**config.mk**
```make
export PLATFORM = sky130hd
export DESIGN_NAME = mem_stage
export DESIGN_NICKNAME = d
export VERILOG_FILES = /design/src/rtl/mem_stage_pkg.sv /design/src/rtl/mem_align.sv /design/src/rtl/mem_stage.sv
export SDC_FILE = /design/constraint.sdc
export NUM_CORES = 1
export LEC_CHECK = 0
export CAP_MARGIN = 20
export CORE_AREA = 3 3 218 220
export CTS_CLUSTER_SIZE = 30
export DETAILED_ROUTE_END_ITERATION = 10
export DIE_AREA = 0 0 221 223
export PLACE_DENSITY_LB_ADDON = 0.1
export SYNTH_ARGS = -nofsm -noshare
export SYNTH_HDL_FRONTEND = slang
export SYNTH_SLANG_ARGS = --single-unit
```
**constraint.sdc**
```tcl
create_clock -name clk -period 3 [get_ports clk]
set_clock_uncertainty 0.15 [all_clocks]
set_input_delay 0.6 -clock clk [delete_from_list [all_inputs] [get_ports clk]]
set_output_delay 0.6 -clock clk [all_outputs]
set_load 0.03 [all_outputs]
```
**src/rtl/mem_stage_pkg.sv**
```systemverilog
// Shared pipeline types for the memory stage: control word, stage records,
// data-bus request/response and the memory-stage FSM state.
package pipes;

  typedef enum logic [1:0] {
    MSIZE1 = 2'd0,
    MSIZE2 = 2'd1,
    MSIZE4 = 2'd2,
    MSIZE8 = 2'd3
  } msize_t;

  localparam logic [1:0] MEMRW_NONE  = 2'b00;
  localparam logic [1:0] MEMRW_READ  = 2'b01;
  localparam logic [1:0] MEMRW_WRITE = 2'b10;

  typedef enum logic [1:0] {
    IDLE = 2'd0,
    REQ  = 2'd1,
    HELD = 2'd2
  } mem_state_t;

  typedef struct packed {
    logic       regwrite;
    logic [4:0] dst;
    logic [1:0] MemRW;
    msize_t     msize;
    logic       mem_unsigned;
  } control_t;

  typedef struct packed {
    logic        valid;
    logic [63:0] pc;
    control_t    ctl;
    logic [63:0] alu;
    logic [63:0] rs2;
  } execute_data_t;

  typedef struct packed {
    logic        valid;
    logic [63:0] pc;
    control_t    ctl;
    logic [63:0] result;
    logic        addr31;
  } memory_data_t;

  typedef struct packed {
    logic        valid;
    logic [63:0] addr;
    msize_t      size;
    logic [7:0]  strobe;
    logic [63:0] data;
  } dbus_req_t;

  typedef struct packed {
    logic        addr_ok;
    logic        data_ok;
    logic [63:0] data;
  } dbus_resp_t;

  // 2'b11 is deliberately not a memory op.
  function automatic logic is_mem_op(input logic [1:0] rw);
    return (rw == MEMRW_READ) || (rw == MEMRW_WRITE);
  endfunction

endpackage

```
**src/rtl/mem_align.sv**
```systemverilog
// Byte-lane alignment for the data bus: store strobe/shift and load
// extraction with sign or zero extension. Purely combinational.
module mem_align
  import pipes::*;
(
  input  logic [2:0]  off,
  input  msize_t      size,
  input  logic        mem_unsigned,
  input  logic [63:0] wdata,
  input  logic [63:0] rdata_raw,
  output logic [7:0]  strobe,
  output logic [63:0] wdata_shifted,
  output logic [63:0] rdata_ext
);

  logic [7:0]  mask;
  logic [63:0] rshift;

  // Store side: lanes past 7 simply fall off the 8-bit strobe and the shift.
  always_comb begin
    mask = 8'h01;
    unique case (size)
      MSIZE1: mask = 8'h01;
      MSIZE2: mask = 8'h03;
      MSIZE4: mask = 8'h0f;
      MSIZE8: mask = 8'hff;
    endcase
    strobe        = mask << off;
    wdata_shifted = wdata << {off, 3'b000};
  end

  // Load side: bring the addressed byte to lane 0, then extend.
  always_comb begin
    rshift    = rdata_raw >> {off, 3'b000};
    rdata_ext = rshift;
    unique case (size)
      MSIZE1: rdata_ext = mem_unsigned ? {56'b0, rshift[7:0]}
                                       : {{56{rshift[7]}}, rshift[7:0]};
      MSIZE2: rdata_ext = mem_unsigned ? {48'b0, rshift[15:0]}
                                       : {{48{rshift[15]}}, rshift[15:0]};
      MSIZE4: rdata_ext = mem_unsigned ? {32'b0, rshift[31:0]}
                                       : {{32{rshift[31]}}, rshift[31:0]};
      MSIZE8: rdata_ext = rshift;
    endcase
  end

endmodule

```
**src/rtl/mem_stage.sv**
```systemverilog
// RV64I memory stage: E/M register, data-bus request handshake, load
// alignment and the record handed to writeback.
module mem_stage
  import pipes::*;
(
  input  logic          clk,
  input  logic          reset,
  input  logic          stall,
  input  execute_data_t dataE,
  output dbus_req_t     dreq,
  input  dbus_resp_t    dresp,
  output memory_data_t  dataM,
  output logic          mem_busy
);

  execute_data_t cur;
  mem_state_t    state;
  logic [63:0]   rdata_q;
  logic          load_cur;
  logic          cur_is_mem;
  logic          cur_is_read;
  logic          cur_is_write;
  logic [7:0]    strobe_w;
  logic [63:0]   wdata_w;
  logic [63:0]   load_src;
  logic [63:0]   load_ext;
  logic          unused_addr_ok;

  assign unused_addr_ok = dresp.addr_ok;

  assign cur_is_read  = cur.ctl.MemRW == MEMRW_READ;
  assign cur_is_write = cur.ctl.MemRW == MEMRW_WRITE;
  assign cur_is_mem   = is_mem_op(cur.ctl.MemRW);
  assign mem_busy     = (state == REQ) && !dresp.data_ok;
  assign load_cur     = !stall && !mem_busy;
  assign load_src     = (state == HELD) ? rdata_q : dresp.data;

  mem_align u_align (
    .off          (cur.alu[2:0]),
    .size         (cur.ctl.msize),
    .mem_unsigned (cur.ctl.mem_unsigned),
    .wdata        (cur.rs2),
    .rdata_raw    (load_src),
    .strobe       (strobe_w),
    .wdata_shifted(wdata_w),
    .rdata_ext    (load_ext)
  );

  // E/M register and access FSM; a REQ that completes without stall
  // falls straight into the load rule, giving back-to-back requests.
  always_ff @(posedge clk) begin
    if (reset) begin
      cur     <= '0;
      state   <= IDLE;
      rdata_q <= '0;
    end else if (load_cur) begin
      cur   <= dataE;
      state <= (dataE.valid && is_mem_op(dataE.ctl.MemRW)) ? REQ : IDLE;
    end else if (state == REQ && dresp.data_ok) begin
      state   <= HELD;
      rdata_q <= dresp.data;
    end
  end

  // Bus request and writeback record.
  always_comb begin
    dreq.valid    = state == REQ;
    dreq.addr     = cur.alu;
    dreq.size     = cur.ctl.msize;
    dreq.strobe   = cur_is_write ? strobe_w : '0;
    dreq.data     = wdata_w;
    dataM.valid   = cur.valid && !mem_busy;
    dataM.pc      = cur.pc;
    dataM.ctl     = cur.ctl;
    dataM.result  = cur_is_read ? load_ext : cur.alu;
    dataM.addr31  = cur_is_mem ? cur.alu[31] : 1'b0;
  end

endmodule

```
==> reports/results.tsv, run 1 <==
metric	value	unit
cts_tree	done	
dp_slack	-0.504	ns
track_usage	27.7	%
num_vias	17000	
ir_worst_vdd	0.000401	V
grt_pass1_vias	16100	
route.met3.wl	6980	um
setup_viol	75	
clk_pin_slew	0.05	ns
synth_top_family_by_area	simple AND/OR/NAND/NOR gates	
synthAdderAreaFrac	0.156	%
post-route-period-util	119	%
synth_cell_types	55	
worst_pin_slew	0.568	ns
m1WireLength	31200	um
die_h	223	um
syn_area	16000	sq um
cts_root_buffer	clkbuf_16	
holdPathStages	2	
slew_headroom	62.1	%
synth_xor_area_share	0.0547	%
syn-num-nets	2364	
grt_max_degree	74	
netlist_instances	2089	
rows	78	
drt_pre_antenna_iters	7	
h-tree-depth	2	
design_area	25200	sq um
violations	negative setup slack	
syn_area_per_cell	7.67	sq um
top_layer	met5	
synth_compound_area_share	17.4	%
pin_count	554	
cp-start-kind	register	
place_hpwl	53700	um
drive_above_1_share	24.9	%
dieArea	49300	sq um
required	2.25	ns
cts_buffer_depth	3	
dr_wl_met2	32700	um
maxCapViolations	0	
power_density	467	nW/um^2
grt_antenna_before_repair	15	
dieWidth	221	um
cp-end-kind	primary output	
yosys_warnings	0	
coreArea	45500	sq um
leakagePower	9.77	nW
wl_per_cell	22.6	um
clock_sinks	270	
viasPerCell	5.26	
place_inst	3101	
hp-start	dataM[134]$_SDFFE_PP0P_	
outcome	finished with violations	
drc	0	
power.total	0.0118	W
rr_endpoint	cur[41]$_SDFFE_PP0P_	
n_fill_cell	4242	
regToRegSetupSlack	0.67	ns
num-nets-final	2877	
grt_pass1_wl	105000	um
layout_setup_ws	-0.557	ns
holdPathEnd	dataM[134]$_SDFFE_PP0P_	
synthMuxAreaShare	15.7	%
postRouteAntennaNets	0	
rr_worst_depth	8	
numCtsBuffers	35	
hold_viol_final	0	
r2r_start	state[1]$_SDFFE_PP0P_	
worstSetupPathType	reg2out	
fin_cells	3233	
synth_edf_count	0	
ctsHoldBuffers	0	
crit_arrival	2.81	ns
yosys_register_bits	270	
fmax	0.281	GHz
start_util	35.2	%
ys.flop_type	dfxtp_1	
drt_iter0_drc	1459	
yosys.area_share.simple	21.0	%
ys_seq_area_share	33.7	%
grt_setup_unrepaired	true	
routabilityCongestion	0.947	
clk_latency	0.55	ns
path_max_fanout	3	
dpl_cell_area	22000	sq um
syn_to_final_growth	57.5	%
min_period	3.56	ns
hp-class	reg2reg	
numPortBuffers	552	
final-max-slew-violation-count	0	
async_flop_share	0	%
finalWirelength	73100	um
grt-ovfl-total	0	
[Yosys cell counts (all sizes together), types with 2 or more instances]
cell type / count / area, sq um
nor2b: 20 / 125
a211oi: 17 / 138
nand2: 646 / 2420
o22a: 40 / 350
mux4: 43 / 987
o22ai: 18 / 113
mux2: 27 / 304
mux2i: 122 / 1220
a31oi: 9 / 62.6
a211o: 3 / 26.3
nand3: 5 / 25.0
nand3b: 3 / 22.5
dfxtp: 270 / 5410
a221oi: 7 / 105
o21ai: 33 / 165
nor3b: 4 / 30.0
nand4: 2 / 18.8
buf: 215 / 1540
nand2b: 10 / 62.6
nor2: 107 / 407
and3: 6 / 37.5
ha: 2 / 25.0
clkbuf: 98 / 368
nor3: 6 / 30.0
or2: 5 / 31.3
a21oi: 316 / 1600
inv: 4 / 15.0
and2: 18 / 113
o221ai: 5 / 43.8
a22oi: 8 / 60.1
o211ai: 7 / 52.6
a32oi: 3 / 26.3
[registers in the layout, summed over array words and instances, names as in the netlist]
name     cells
dreq        64
dataM       75
state        2
cur         65
rdata_q     64
[timing repair]
action | in CTS | in global routing
setup buffers | 29 | 32
gates resized for setup | 204 | 135
pin swaps | 30 | 36
setup endpoints to repair | 128 | 105
cloned | 5 | 4
[report_power, final]
group	internal [W]	switching, W	total [W]
logic	0.00161	0.00186	0.00346
registers	0.00376	0.000164	0.00392
clock network	0.00269	0.00171	0.00440
[per-layer routing]
metal  vias up  GRT usage [%]
met1      8106           37.2
li1       8013              -
met2       744           42.5
met4        16           8.81
met5         -              0
met3       121           8.45
[placed cells by master (no fill, tap or decap), types with 10 or more instances in the layout]
master | netlist | layout
mux4_2 | 38 | 41
o22a_1 | 40 | 40
dfxtp_1 | 270 | 265
mux2_2 | 26 | 17
nand2_2 | 0 | 10
buf_6 | 10 | 77
o21ai_2 | 0 | 15
mux2i_2 | 0 | 12
a211oi_2 | 2 | 10
mux2i_1 | 122 | 99
buf_4 | 148 | 222
o22ai_1 | 18 | 14
nand2_1 | 646 | 634
a21oi_1 | 311 | 292
and2_1 | 18 | 17
nor2b_1 | 20 | 15
clkdlybuf4s50_1 | 0 | 410
nor2_1 | 105 | 96
clkbuf_16 | 0 | 41
mux2i_4 | 0 | 11
buf_12 | 3 | 58
a21oi_2 | 5 | 17
[cell type report]
cell class,count,area [sq um],area share (%)
diodes,7,17.5,0.0694
flip-flops and latches,270,5420,21.5
clock inverters,8,134,0.531
multi-input cells,1503,9610,38.1
clock buffers,53,1060,4.18
inverters,4,22.5,0.0892
well taps,600,751,2.97
repair buffers,788,8220,32.6
[critical path: stages (launching register included)]
cell      delay (ns)
dfxtp_4         0.36
nand2b_4        0.18
buf_12          0.13
mux4_1          0.63
nor2b_1         0.21
a211oi_4        0.30
a211oi_2        0.09
o22a_1          0.19
buf_4           0.17
[logic make-up after synthesis]
group	after synthesis
AO/OA/AOI/OAI	471
XOR/XNOR	1
adder cells (fa/ha/maj)	2
buffers and inverters	317
flip-flops	270
multiplexers	192
AND/OR/NAND/NOR	836
[how the worst max path moves through the flow]
stage | endpoint | slack [ns] | from
floorplan | dataM[22] | 0.005 | dresp[23]
global placement | dataM[46] | -0.47 | dresp[23]
detailed placement | dataM[32] | -0.50 | dresp[31]
CTS | dataM[39] | -0.58 | state[0]$_SDFFE_PP0P_
global route | dataM[11] | -0.62 | state[0]$_SDFFE_PP0P_
finish | dataM[12] | -0.56 | state[0]$_SDFFE_PP0P_
[per-stage QoR]
stage	hold slack (ns)	utilization [%]	setup TNS, ns
final	0.301	55.5	-30.62
after global placement	0.289	48.3	-25.19
after CTS	0.303	53.4	-32.42
after detailed placement	0.297	48.3	-26.69
after floorplan	0.282	-	0
after global routing	0.324	55.5	-37.28
(Power assumes the default switching activity.)
==> inputs of run 2 (changes only) <==
--- a/config.mk
+++ b/config.mk
@@ -5,11 +5,12 @@
 export SDC_FILE = /design/constraint.sdc
 export NUM_CORES = 1
 export LEC_CHECK = 0
+export ABC_AREA = 1
 export CAP_MARGIN = 20
-export CORE_AREA = 3 3 218 220
+export CORE_AREA = 3 3 216 218
 export CTS_CLUSTER_SIZE = 30
 export DETAILED_ROUTE_END_ITERATION = 10
-export DIE_AREA = 0 0 221 223
+export DIE_AREA = 0 0 219 221
 export PLACE_DENSITY_LB_ADDON = 0.1
 export SYNTH_ARGS = -nofsm -noshare
 export SYNTH_HDL_FRONTEND = slang
==> constraint.sdc (replaced) <==
create_clock -name clk -period 3.9 [get_ports clk]
set_clock_uncertainty 0.15 [all_clocks]
set_input_delay 0.78 -clock clk [delete_from_list [all_inputs] [get_ports clk]]
set_output_delay 0.78 -clock clk [all_outputs]
set_load 0.03 [all_outputs]
==> reports/results.tsv, run 2 <==
metric	value	unit	change
outcome	completed		
layout_common_cells	nor2_1, clkdlybuf4s50_1, nand2_1, o21ai_0, dfxtp_1		
viasPerCell	5.03		-4.3%
grt_max_degree	110		+49%
path_buf_inv	3		+1
path_max_fanout	29		+26
fmax	0.264	GHz	
hold_viol_final	0		unchanged
cpLargestDelayFamily	buffers and inverters		
maxCapViolations	0		unchanged
power_density	429	nW/um^2	-8.1%
clock_sinks	270		unchanged
postRouteAntennaNets	0		unchanged
yosys_register_bits	270		unchanged
min_period	3.79	ns	
grt-ovfl-total	0		unchanged
comb_power_share	33.6	%	+4.2 points
fin_cells	3422		+5.8%
grt_pass1_wl	103000	um	-2.4%
ctsHoldBuffers	0		unchanged
place_inst	3360		+8.4%
required	2.97	ns	+0.72 ns
drt_iter0_drc	1297		-11%
track_usage	27.7	%	about the same
netlist_instances	2481		+19%
syn-num-nets	2756		+17%
synthTopCellsByArea	dfxtp_1, nor2_1, o21ai_0, nand2_1, buf_4		
crit_slowest_cell	clkdlybuf4s50_1		
h-tree-depth	2		unchanged
p_sw	0.00335	W	-10%
synth_cell_types	31		-44%
syn_to_final_growth	40.7	%	
yosys_warnings	0		unchanged
grt_pass1_vias	16700		+3.1%
dieWidth	219	um	-0.90%
drt_pre_antenna_iters	6		-1
ys.flop_type	dfxtp_1		
num-nets-final	3075		+6.9%
leakagePower	9.32	nW	-4.6%
cts_root_buffer	clkbuf_16		
die_h	221	um	-0.90%
path_cells	buf_4, nor2_2, buf_4, nand2_1, o21ai_0, clkdlybuf4s50_1		
grt_setup_unrepaired	true		
coreArea	45100	sq um	-0.86%
cpPeakStageDelay	0.75	ns	+0.12 ns
drc	0		unchanged
numPortBuffers	552		unchanged
rows	78		unchanged
async_flop_share	0	%	unchanged
cp-start-kind	register		
post-route-period-util	97.2	%	
clk_latency	0.54	ns	about the same
synth_most_common_cell	nor2_1		
finalWirelength	69600	um	-4.8%
synth_top_cell_by_area	dfxtp_1		
cts_buffer_depth	3		unchanged
drive_above_1_share	8.61	%	-16 points
numCtsBuffers	35		unchanged
crit_arrival	2.86	ns	+0.05 ns
syn_area	15700	sq um	-2.3%
internal_power	0.00611	W	-24%
dieArea	48400	sq um	-1.8%
ys_seq_area_share	34.5	%	+0.78 points
cts_tree	done		
place_hpwl	51900	um	-3.3%
start_util	34.7	%	-0.50 points
synthTopCellsByCount	nor2_1, nand2_1, o21ai_0		
routabilityCongestion	0.933		-1.5%
pin_count	554		unchanged
ir_worst_vdd	0.000288	V	-28%
final_common_cell	nor2_1		
cp-end-kind	primary output		
slew_headroom	51.3	%	-11 points
synth_edf_count	0		unchanged
pwr-share-clk	33.6	%	-3.8 points
syn_area_per_cell	6.31	sq um	-18%
final-max-slew-violation-count	0		unchanged
setup_viol	0		-100%
worst_pin_slew	0.723	ns	+0.155 ns
sw_frac_of_total	35.4	%	+3.8 points
wl_per_cell	20.3	um	-10%
worst_hold_slack	0.299	ns	-0.00211 ns
clk_pin_slew	0.06	ns	about the same
yosysTopAreaCellShare	34.5	%	+0.78 points
num_vias	17200		+1.3%
seqPwrFrac	32.7	%	-0.5 points
largest_register_ffs	75		unchanged
critPathMostFrequentCell	buf_4		
worstSetupPathType	reg2out		
hp-class	reg2reg		
grt_antenna_before_repair	9		-6
==> run 2: repair_timing <==
item                                    4_1_cts  5_1_grt
pin swaps                                     0        1
setup buffers                                 0        2
endpoints found under the setup margin       77       65
cloned                                        0        1
hold endpoints to repair                      0        0
gates resized for setup                      14       18
==> run 2: worst paths after layout <==
path                                    to                     start  depth (start not counted)  slack [ns]
setup / recovery                  dreq[32]     dreq[74]$_SDFFE_PP0P_                          6        0.11
hold / removal    rdata_q[38]$_SDFFE_PP0P_  rdata_q[38]$_SDFFE_PP0P_                          2        0.30
hold reg to reg   rdata_q[38]$_SDFFE_PP0P_  rdata_q[38]$_SDFFE_PP0P_                          2        0.30
setup reg to reg    dreq[106]$_SDFFE_PP0P_     state[0]$_SDFFE_PP0P_                          9        1.48
==> run 2: cells by family (layout without fill, tap and decap cells) <==
family | after synthesis | in the layout | synth area share, %
simple gates | 1200 | 1201 | 31.1
compound gates | 548 | 548 | 18.4
buf+inv | 445 | 784 | 14.7
flops | 270 | 270 | 34.5
mux | 15 | 15 | 0.959
fa+ha+maj | 2 | 2 | 0.160
xor+xnor | 1 | 1 | 0.0559
other cells | 0 | 1 | 0
==> run 2: layer usage <==
layer	GRT usage, %	wire length, um	vias to the layer above
met5	0	121	-
met4	10.3	2610	16
met3	7.73	5650	122
met2	49.3	34800	632
met1	31.2	26400	7851
li1	-	-	8593
==> run 2: final cells by class <==
type	instances	area, sq um
Inverter	115	450
Clock buffer	51	1040
Tap cell	600	751
Multi-Input combinational cell	1767	8010
Fill cell	4702	23100
Timing Repair Buffer	611	6300
Clock inverter	7	70.1
Antenna cell	1	2.50
Sequential cell	270	5420
==> run 2: through the flow <==
stage,setup TNS (ns),util (%),power [W],instance area (sq um),worst slack [ns]
floorplan,0,-,0.00498,15700,0.837
global placement,0,46.2,0.00632,20800,0.138
detailed placement,0,46.2,0.00633,20800,0.162
CTS,0,48.7,0.00956,22000,0.00581
global route,-0.0206,48.9,0.00991,22000,-0.0157
finish,0,48.9,0.00946,22000,0.108
==> run 2: power by group through the flow <==
stage | combinational, W | clock [W] | sequential, W
2_1_floorplan | 0.00187 | 0 | 0.00310
3_3_place_gp | 0.00317 | 0 | 0.00315
3_5_place_dp | 0.00317 | 0 | 0.00316
4_1_cts | 0.00319 | 0.00327 | 0.00310
5_1_grt | 0.00342 | 0.00338 | 0.00312
6_report | 0.00318 | 0.00318 | 0.00310
==> run 2: worst reg2reg max path, delay by kind of cell, from the launching register on <==
family	cells	cell delay, ns
compound gates	1	0.27
buf+inv	4	0.88
flops	1	0.39
simple gates	4	0.64
==> inputs of run 3 (changes only) <==
--- a/config.mk
+++ b/config.mk
@@ -6,7 +6,7 @@
 export NUM_CORES = 1
 export LEC_CHECK = 0
 export ABC_AREA = 1
-export CAP_MARGIN = 20
+export CAP_MARGIN = 0
 export CORE_AREA = 3 3 216 218
 export CTS_CLUSTER_SIZE = 30
 export DETAILED_ROUTE_END_ITERATION = 10
==> results of run 3 <==
Final layout, timing and power as in run 2 (identical DEF).
